`config.mk`:
```
export PLATFORM = sky130hd
export DESIGN_NAME = fp_align_stage
export DESIGN_NICKNAME = d
export VERILOG_FILES = /design/src/rtl/fp_pkg.sv /design/src/rtl/fp_align_shift.sv /design/src/rtl/fp_align_stage.sv
export SDC_FILE = /design/constraint.sdc
export NUM_CORES = 1
export LEC_CHECK = 0
export ABC_AREA = 1
export CAP_MARGIN = 20
export CORE_AREA = 5 5 119 121
export CTS_BUF_LIST = sky130_fd_sc_hd__clkbuf_4 sky130_fd_sc_hd__clkbuf_8
export CTS_CLUSTER_SIZE = 10
export DETAILED_ROUTE_END_ITERATION = 8
export DIE_AREA = 0 0 124 126
export PLACE_DENSITY = 0.88
export RECOVER_POWER = 25
export SETUP_SLACK_MARGIN = 0.3
export SYNTH_ARGS = -nofsm -noshare
export SYNTH_HDL_FRONTEND = slang
export SYNTH_SLANG_ARGS = --single-unit
export TNS_END_PERCENT = 1
```
`constraint.sdc`:
```
create_clock -name clk -period 5.8 [get_ports clk]
set_input_delay 1.16 -clock clk [delete_from_list [all_inputs] [get_ports clk]]
set_output_delay 1.16 -clock clk [all_outputs]
set_load 0.02 [all_outputs]
```
`src/rtl/fp_pkg.sv`:
```
// Shared FP32 constants, the unpacked operand struct and the operand unpack helper.
package fp_pkg;

    localparam int EXP_WIDTH          = 8;
    localparam int SIGNIFICANDS_WIDTH = 23;
    localparam int DATA_WIDTH         = 32;
    localparam int ALIGN_WIDTH        = 27;
    localparam int SIG_WIDTH          = SIGNIFICANDS_WIDTH + 1;

    localparam logic [EXP_WIDTH-1:0] EXP_MAX = 8'hFF;

    typedef struct packed {
        logic                 sign;
        logic [EXP_WIDTH-1:0] exp;
        logic [SIG_WIDTH-1:0] sig;
    } fp_op_t;

    // The hidden bit is 0 for denormals; exp is kept raw so it can be compared as-is.
    function automatic fp_op_t unpack_op(input logic [DATA_WIDTH-1:0] op);
        fp_op_t u;
        u.sign = op[DATA_WIDTH-1];
        u.exp  = op[DATA_WIDTH-2 -: EXP_WIDTH];
        u.sig  = {(op[DATA_WIDTH-2 -: EXP_WIDTH] != '0), op[SIGNIFICANDS_WIDTH-1:0]};
        return u;
    endfunction

    function automatic logic [EXP_WIDTH-1:0] eff_exp(input logic [EXP_WIDTH-1:0] e);
        return (e == '0) ? {{(EXP_WIDTH-1){1'b0}}, 1'b1} : e;
    endfunction

endpackage

```
`src/rtl/fp_align_shift.sv`:
```
// Combinational right shifter for the smaller significand, appending G/R/S positions.
// FP_ALIGN_STICKY_EN: when defined, the LSB collects the OR of every bit shifted out.
module fp_align_shift #(
    parameter int SIG_WIDTH   = 24,
    parameter int SHIFT_WIDTH = 8,
    parameter int ALIGN_WIDTH = 27
) (
    input  logic [SIG_WIDTH-1:0]   sig_in,
    input  logic [SHIFT_WIDTH-1:0] shamt,
    output logic [ALIGN_WIDTH-1:0] sig_out
);

    logic [ALIGN_WIDTH-1:0] ext;
    logic [ALIGN_WIDTH-1:0] shifted;

    assign ext     = {sig_in, {(ALIGN_WIDTH-SIG_WIDTH){1'b0}}};
    assign shifted = ext >> shamt;

`ifdef FP_ALIGN_STICKY_EN
    logic [ALIGN_WIDTH-1:0] lost_mask;
    logic                   sticky;

    // Shifts of ALIGN_WIDTH or more make the mask all ones, so sticky becomes |sig_in.
    assign lost_mask = ~({ALIGN_WIDTH{1'b1}} << shamt);
    assign sticky    = |(ext & lost_mask);
    assign sig_out   = {shifted[ALIGN_WIDTH-1:1], shifted[0] | sticky};
`else
    assign sig_out   = shifted;
`endif

endmodule

```
`src/rtl/fp_align_stage.sv`:
```
// Two-stage FP32 operand alignment: swap so the larger magnitude leads, then align the smaller.
// FP_ALIGN_STICKY_EN selects sticky generation in the stage-2 shifter.
module fp_align_stage #(
    parameter int EXP_WIDTH          = 8,
    parameter int SIGNIFICANDS_WIDTH = 23,
    parameter int DATA_WIDTH         = 32,
    parameter int ALIGN_WIDTH        = 27
) (
    input  logic                   clk,
    input  logic                   rst_n,
    input  logic                   in_valid,
    output logic                   in_ready,
    input  logic [DATA_WIDTH-1:0]  op_a,
    input  logic [DATA_WIDTH-1:0]  op_b,
    input  logic                   sig2_ge_sig1,
    input  logic                   sub_op,
    output logic                   out_valid,
    input  logic                   out_ready,
    output logic [ALIGN_WIDTH-1:0] big_sig,
    output logic [ALIGN_WIDTH-1:0] small_sig,
    output logic [EXP_WIDTH-1:0]   res_exp,
    output logic                   res_sign,
    output logic                   eff_sub,
    output logic                   swapped,
    output logic                   special
);

    import fp_pkg::*;

    localparam int SW = SIGNIFICANDS_WIDTH + 1;

    fp_op_t a_u, b_u, big_u, small_u;
    logic   swap;
    logic   en1, en2;

    logic                 s1_valid, s2_valid;
    logic [SW-1:0]        s1_big_sig, s1_small_sig;
    logic [EXP_WIDTH-1:0] s1_d, s1_res_exp;
    logic                 s1_res_sign, s1_eff_sub, s1_swapped, s1_special;

    logic [ALIGN_WIDTH-1:0] small_aligned;

    assign a_u     = unpack_op(op_a);
    assign b_u     = unpack_op(op_b);
    assign swap    = (b_u.exp > a_u.exp) | ((b_u.exp == a_u.exp) & sig2_ge_sig1);
    assign big_u   = swap ? b_u : a_u;
    assign small_u = swap ? a_u : b_u;

    assign en2      = out_ready | ~s2_valid;
    assign en1      = en2 | ~s1_valid;
    assign in_ready = en1;

    always_ff @(posedge clk) begin
        if (!rst_n) begin
            s1_valid     <= 1'b0;
            s1_big_sig   <= '0;
            s1_small_sig <= '0;
            s1_d         <= '0;
            s1_res_exp   <= '0;
            s1_res_sign  <= 1'b0;
            s1_eff_sub   <= 1'b0;
            s1_swapped   <= 1'b0;
            s1_special   <= 1'b0;
        end else begin
            if (en1) s1_valid <= in_valid;
            if (en1 && in_valid) begin
                s1_big_sig   <= big_u.sig;
                s1_small_sig <= small_u.sig;
                s1_d         <= eff_exp(big_u.exp) - eff_exp(small_u.exp);
                s1_res_exp   <= big_u.exp;
                s1_res_sign  <= swap ? (b_u.sign ^ sub_op) : a_u.sign;
                s1_eff_sub   <= a_u.sign ^ b_u.sign ^ sub_op;
                s1_swapped   <= swap;
                s1_special   <= (a_u.exp == EXP_MAX) | (b_u.exp == EXP_MAX);
            end
        end
    end

    fp_align_shift #(
        .SIG_WIDTH   (SW),
        .SHIFT_WIDTH (EXP_WIDTH),
        .ALIGN_WIDTH (ALIGN_WIDTH)
    ) u_shift (
        .sig_in  (s1_small_sig),
        .shamt   (s1_d),
        .sig_out (small_aligned)
    );

    always_ff @(posedge clk) begin
        if (!rst_n) begin
            s2_valid  <= 1'b0;
            big_sig   <= '0;
            small_sig <= '0;
            res_exp   <= '0;
            res_sign  <= 1'b0;
            eff_sub   <= 1'b0;
            swapped   <= 1'b0;
            special   <= 1'b0;
        end else begin
            if (en2) s2_valid <= s1_valid;
            if (en2 && s1_valid) begin
                big_sig   <= {s1_big_sig, {(ALIGN_WIDTH-SW){1'b0}}};
                small_sig <= small_aligned;
                res_exp   <= s1_res_exp;
                res_sign  <= s1_res_sign;
                eff_sub   <= s1_eff_sub;
                swapped   <= s1_swapped;
                special   <= s1_special;
            end
        end
    end

    assign out_valid = s2_valid;

endmodule

```
# --- Word-level counts from Yosys, hierarchy flattened ---
# Cells that the tools add are included.
word_totals:
  mem_bits_rw: 0
  in_bits: 70
  mem_bits_ro: 0
  wordCells: 44
  output_inout_bits: 68
  latch_bits: 0
  register_bits: 133
  memories: 0
classes:
  div_mod_pow: 0
  add_sub_neg: 1
  reduce_logical: 6
  magnitude_cmp: 1
  n_bitwise: 10
  shifts: 1
  multipliers: 0
  n_eq_ne: 3
  n_mux: 5
op_table:
  columns: ["op", "count"]
  rows:
  - ["$mux W32", 2]
  - ["$shr A27 B8 Y27", 1]
  - ["$eq A8 B8 Y1 const B", 2]
  - ["$logic_not A8 Y1", 2]
  - ["$mux W8", 2]
  - ["$reduce_bool A8 Y1", 2]
  - ["$eq A8 B8 Y1", 1]
  - ["$gt A8 B8 Y1", 1]
  - ["$sub A8 B8 Y8", 1]
  - ["$or A1 B1 Y1", 4]
  - ["$xor A1 B1 Y1", 3]
  - ["$logic_and A1 B1 Y1", 2]
  - ["$not A1 Y1", 2]
  - ["$and A1 B1 Y1", 1]
  - ["$mux W1", 1]

# --- Logic depth before layout (Yosys ltp) ---
depth:
  word_depth: 7
  mapped_depth: 25

# --- Modules after synthesis ---
# A second synthesis with hierarchy kept.
unflattened:
  cells_unflattened: 1225
  hier_area_um2: 7749.9
modules_own_cells:
  columns: ["module", "area_each_um2", "instances", "cells_each"]
  rows:
  - ["fp_align_stage", 6323.6, 1, 925]
  - ["fp_align_shift", 1426.4, 1, 300]

# --- Worst setup path after synthesis ---
# Ideal clock, no wire load.
synth_path:
  kind: "input to register"
  start: "in op_a[30]"
  end: "reg s1_d[6]"
  path_slack_ns: 1.802
  cell_stages: 22
  arrival_ns: 3.882
  path_buffers: 2
  t_required_ns: 5.685
  cell_sequence: "inv_1 > ha_1 > nand2_1 > nor2_2 > nand4_1 > or2_4 > nand2_4 > buf_6 > buf_6 > nand2_1 > o21ai_0 > nand2_1 > ha_1 > fa_1 > o21ai_0 > nand2_1 > nand2_1 > nand2_1 > nand2_1 > xor2_1 > o21ai_0 > inv_1"
synth_between:
  elab_chain_len: 7
  word_cells_on_any_way: 11
  cone_classes: "1 x add/sub; 1 x order compare; 1 x eq/ne; 4 x mux; 2 x bitwise; 2 x reduce/logical"
synth_rtl:
  columns: ["item", "line", "text"]
  rows:
  - ["from (decl)", "fp_align_stage.sv:13", "input logic [DATA_WIDTH-1:0] op_a,"]
  - ["parallel branches: the longest is 6 deep, another holds $gt A8 B8 Y1", null, null]
  - ["$sub A8 B8 Y8 (*)", "fp_align_stage.sv:69", "s1_d <= eff_exp(big_u.exp) - eff_exp(small_u.exp);"]
  - ["to (signal assigned)", "fp_align_stage.sv:69", null]
  - ["to (decl)", "fp_align_stage.sv:38", "logic [EXP_WIDTH-1:0] s1_d, s1_res_exp;"]
# Every way passes the cells marked *.
# A chain may end at the register's enable or synchronous reset.

# --- Worst setup path after layout ---
# Same ends and word-level chain as after synthesis.

==> metrics.md <==
| Metric | Value |
|---|---|
| Die X-Extent | 124 µm |
| Max Cap Viol | 1 |
| Pre-CTS setup slack | 1.04 ns |
| Starting density of the core | 57.6% |
| Crit path max-delay family | simple AND/OR/NAND/NOR gates |
| CTS Buffer Depth | 2 |
| Setup tns final | 0 ns |
| Worst setup SP type | input pin |
| RSZ-0062 raised after global routing | no |
| Critical path capture point type | flip-flop |
| Yosys reg bits | 133 |
| Netlist Area Pre-Place | 7470 µm² |
| Final Instance Count excl. Fillers | 1455 |
| Most used cell along the critical path | nand2_1 |
| Crit Path Category | input pin to flip-flop |
| Avg Cell Area, Syn | 6.33 µm² |
| CTS root buf | clkbuf_8 |
| Post-synthesis cell count | 1181 |
| Peak supply drop | 245 µV |
| Part of the power in combinational logic | 29.2% |
| Placed wire-length estimate | 14.9 mm |
| EDFF count, synth | 0 |
| Hold_ws | 0.443 ns |
| Later-pin clock latency in the skew report | 0.46 ns |
| Required @ worst endpoint | 6.14 ns |
| CTS Hold Bufs | 0 |
| Yosys cell types | 34 |
| Status | finished with violations |
| Largest stage delay, worst path | 0.54 ns |
| Sequential share of the synthesized area | 35.6% |
| TritonCTS clock tree | built |
| Reg clk slew, reported paths | 0.08 ns |
| GRT overflow | 0 |
| Wire length per cell | 14.6 µm |
| Router iterations before antenna repair | 6 |
| Pint | 0.00177 W |
| Post-CTS setup buffers | 0 |
| Drt via density | 5.43 |
| Max-slew headroom | -12.4% |
| Clock power frac | 31.7% |
| IO Pins | 138 |
| Final wirelength | 21.2 mm |
| Sink Count | 133 |
| Post-synth ARST share | 0% |
| Hold crit path type | flip-flop to flip-flop |
| Pin count of the biggest net entering global routing | 73 |
| Minimum clock period | 4.43 ns |
| Final ANT Viol Nets | 0 |
| Final GP Congestion | 0.993 |
| Post-CTS resize count | 0 |
| # DRC | 0 |
| Vias in the first global route | 7453 |
| Failing checks | capacitance limit, slew limit |
| P_leak | 4.44 nW |
| Count of final hold-check violations | 0 |
| Antenna violations before repair | 0 |
| Final Max Slew Viols | 43 |
| Fin nets | 1352 |
| Worst Skew | 0.0135 ns |
| Worst-path cell chain | clkdlybuf4s50_1 -> inv_1 -> ha_1 -> a21oi_1 -> o21a_1 -> nand3_1 -> nand2_4 -> nand2_1 -> nand2_1 -> nand2_1 -> ha_1 -> fa_1 -> o21ai_0 -> nand2_1 -> nand2_1 -> nand2_1 -> nand2_1 -> xor2_1 -> o21ai_0 -> inv_1 |
| Power per cell area | 294 nW/µm² |
| Post-synth top flop | dfxtp_1 |
| Critical Path AT | 4.77 ns |
| # port buffers | 134 |
| Final worst-path setup slack | 1.37 ns |
| Sequential fraction of design power | 39.2% |
| Crit share post-route | 76.3% |
| Switching share of power | 34.5% |
| CP max FO | 22 |
| Clock H-tree levels | 4 |
| Share of layout cells above drive strength 1 | 3.99% |
| Dpl cells | 1423 |
| Number of diodes | 0 |
| Site Rows | 42 |
| Die ar. | 15600 µm² |
| Buf+Inv Stages, Crit Path | 3 |
| Die height | 126 µm |
| CTS buffer count | 17 |
| Switching power | 0.000930 W |
| Setup violations, final | 0 |
| Ys Warns | 0 |
| Final Util | 70.7% |
| Worst-margin pin slew | 1.69 ns |
| Syn-to-layout area delta | 22.7% |
| GRT Resource Usage Total | 27.7% |
| Vias | 7897 |
| First-pass GRT wire length | 35.2 mm |
| DRC marker count from the first detailed-route iteration | 691 |
| Fmax | 226 MHz |
| Core area | 13000 µm² |
| Critical path's slowest cell | clkdlybuf4s50_1 |
-- registers in the layout, summed over array words and instances, names as in the netlist --
name / cells
swapped: 1
s1_valid: 1
out_valid: 1
s1_special: 1
s1_big_sig: 24
big_sig: 24
s1_swapped: 1
s1_small_sig: 24
eff_sub: 1
res_sign: 1
s1_res_exp: 8
s1_eff_sub: 1
small_sig: 27
res_exp: 8
s1_d: 8
s1_res_sign: 1
special: 1
-- per-layer routing --
layer | up-vias | global-route usage, % | wire length (µm)
met3 | 54 | 6.68 | 1290
met4 | 0 | 10.5 | 625
met5 | - | 0 | 0
met2 | 273 | 46.3 | 10400
li1 | 3997 | - | -
met1 | 3573 | 34.3 | 8870
-- worst min-delay path, cell delays in order (launching register included) --
cell	delay, ns
dfxtp_1	0.30
inv_1	0.06
a21oi_1	0.05
-- placed cells by master (no fill, tap or decap), types with 4 or more instances in the layout --
master           netlist  layout
bufinv_16              0       4
clkdlybuf4s50_1        0      94
xor2_1                 7       7
o211ai_1               5       5
inv_1                123     125
a21oi_1               90      90
dlygate4sd3_1          0      40
buf_4                  7       8
nor2_1               109     108
nand2_1              286     286
nand4_1               20      20
dfxtp_1              133     133
o21ai_0               59      59
nand3_1              227     227
clkbuf_8               0      18
ha_1                  15      15
-- cell type report --
class,instances,area (µm²)
Fill cell,1135,3810
Inverter,129,484
Clock inverter,12,179
Tap cell,176,220
Timing Repair Buffer,144,1410
Sequential cell,133,2660
Clock buffer,20,263
Multi-Input combinational cell,841,3960
-- power by group through the flow --
stage          Sequential, W  Clock (W)  Combinational (W)
6_report             0.00106   0.000854           0.000786
4_1_cts              0.00105   0.000869           0.000787
3_5_place_dp         0.00107          0           0.000780
3_3_place_gp         0.00107          0           0.000768
2_1_floorplan        0.00108          0           0.000540
5_1_grt              0.00107   0.000904           0.000881
-- metrics by stage --
step                power, W  cell area (µm²)
global route         0.00285             9170
global placement     0.00184             8740
CTS                  0.00271             9180
detailed placement   0.00186             8740
finish               0.00270             9170
floorplan            0.00162             7480
-- kinds of logic after synthesis --
logic type / synth area share [%]
adders and majority gates: 2.78
and+or+nand+nor: 37.4
xor gates and xnor gates: 0.937
DFF: 35.6
AOI/OAI and AO/OA: 11.7
other: 0.0502
buffers and inverters: 11.6
-- Yosys cell counts, drive strengths merged (2+ instances only) --
| library cell | instances | share of area [%] |
|---|---|---|
| nor2 | 111 | 5.7 |
| o211ai | 5 | 0.50 |
| inv | 128 | 6.4 |
| o21ai | 63 | 4.3 |
| a31oi | 2 | 0.17 |
| buf | 43 | 3.3 |
| a21boi | 2 | 0.20 |
| clkbuf | 37 | 1.9 |
| nand4 | 20 | 1.7 |
| o21a | 2 | 0.20 |
| nand2 | 287 | 15 |
| ha | 15 | 2.5 |
| dfxtp | 133 | 36 |
| nand3 | 227 | 15 |
| xor2 | 7 | 0.82 |
| a21oi | 90 | 6.0 |
-- path summary, 6_finish.rpt --
check	from	to	slack, ns	cells past startpoint
worst min-delay path	s1_big_sig[6]$_SDFFE_PN0P_	big_sig[9]$_SDFFE_PN0P_	0.44	2
worst max-delay path	op_a[30]	s1_d[6]$_SDFFE_PN0P_	1.37	20
worst max register to register	out_valid$_SDFFE_PN0P_	big_sig[7]$_SDFFE_PN0P_	2.35	7
worst min register to register	s1_big_sig[6]$_SDFFE_PN0P_	big_sig[9]$_SDFFE_PN0P_	0.44	2
Note: power is estimated with default switching activity, not from simulation.
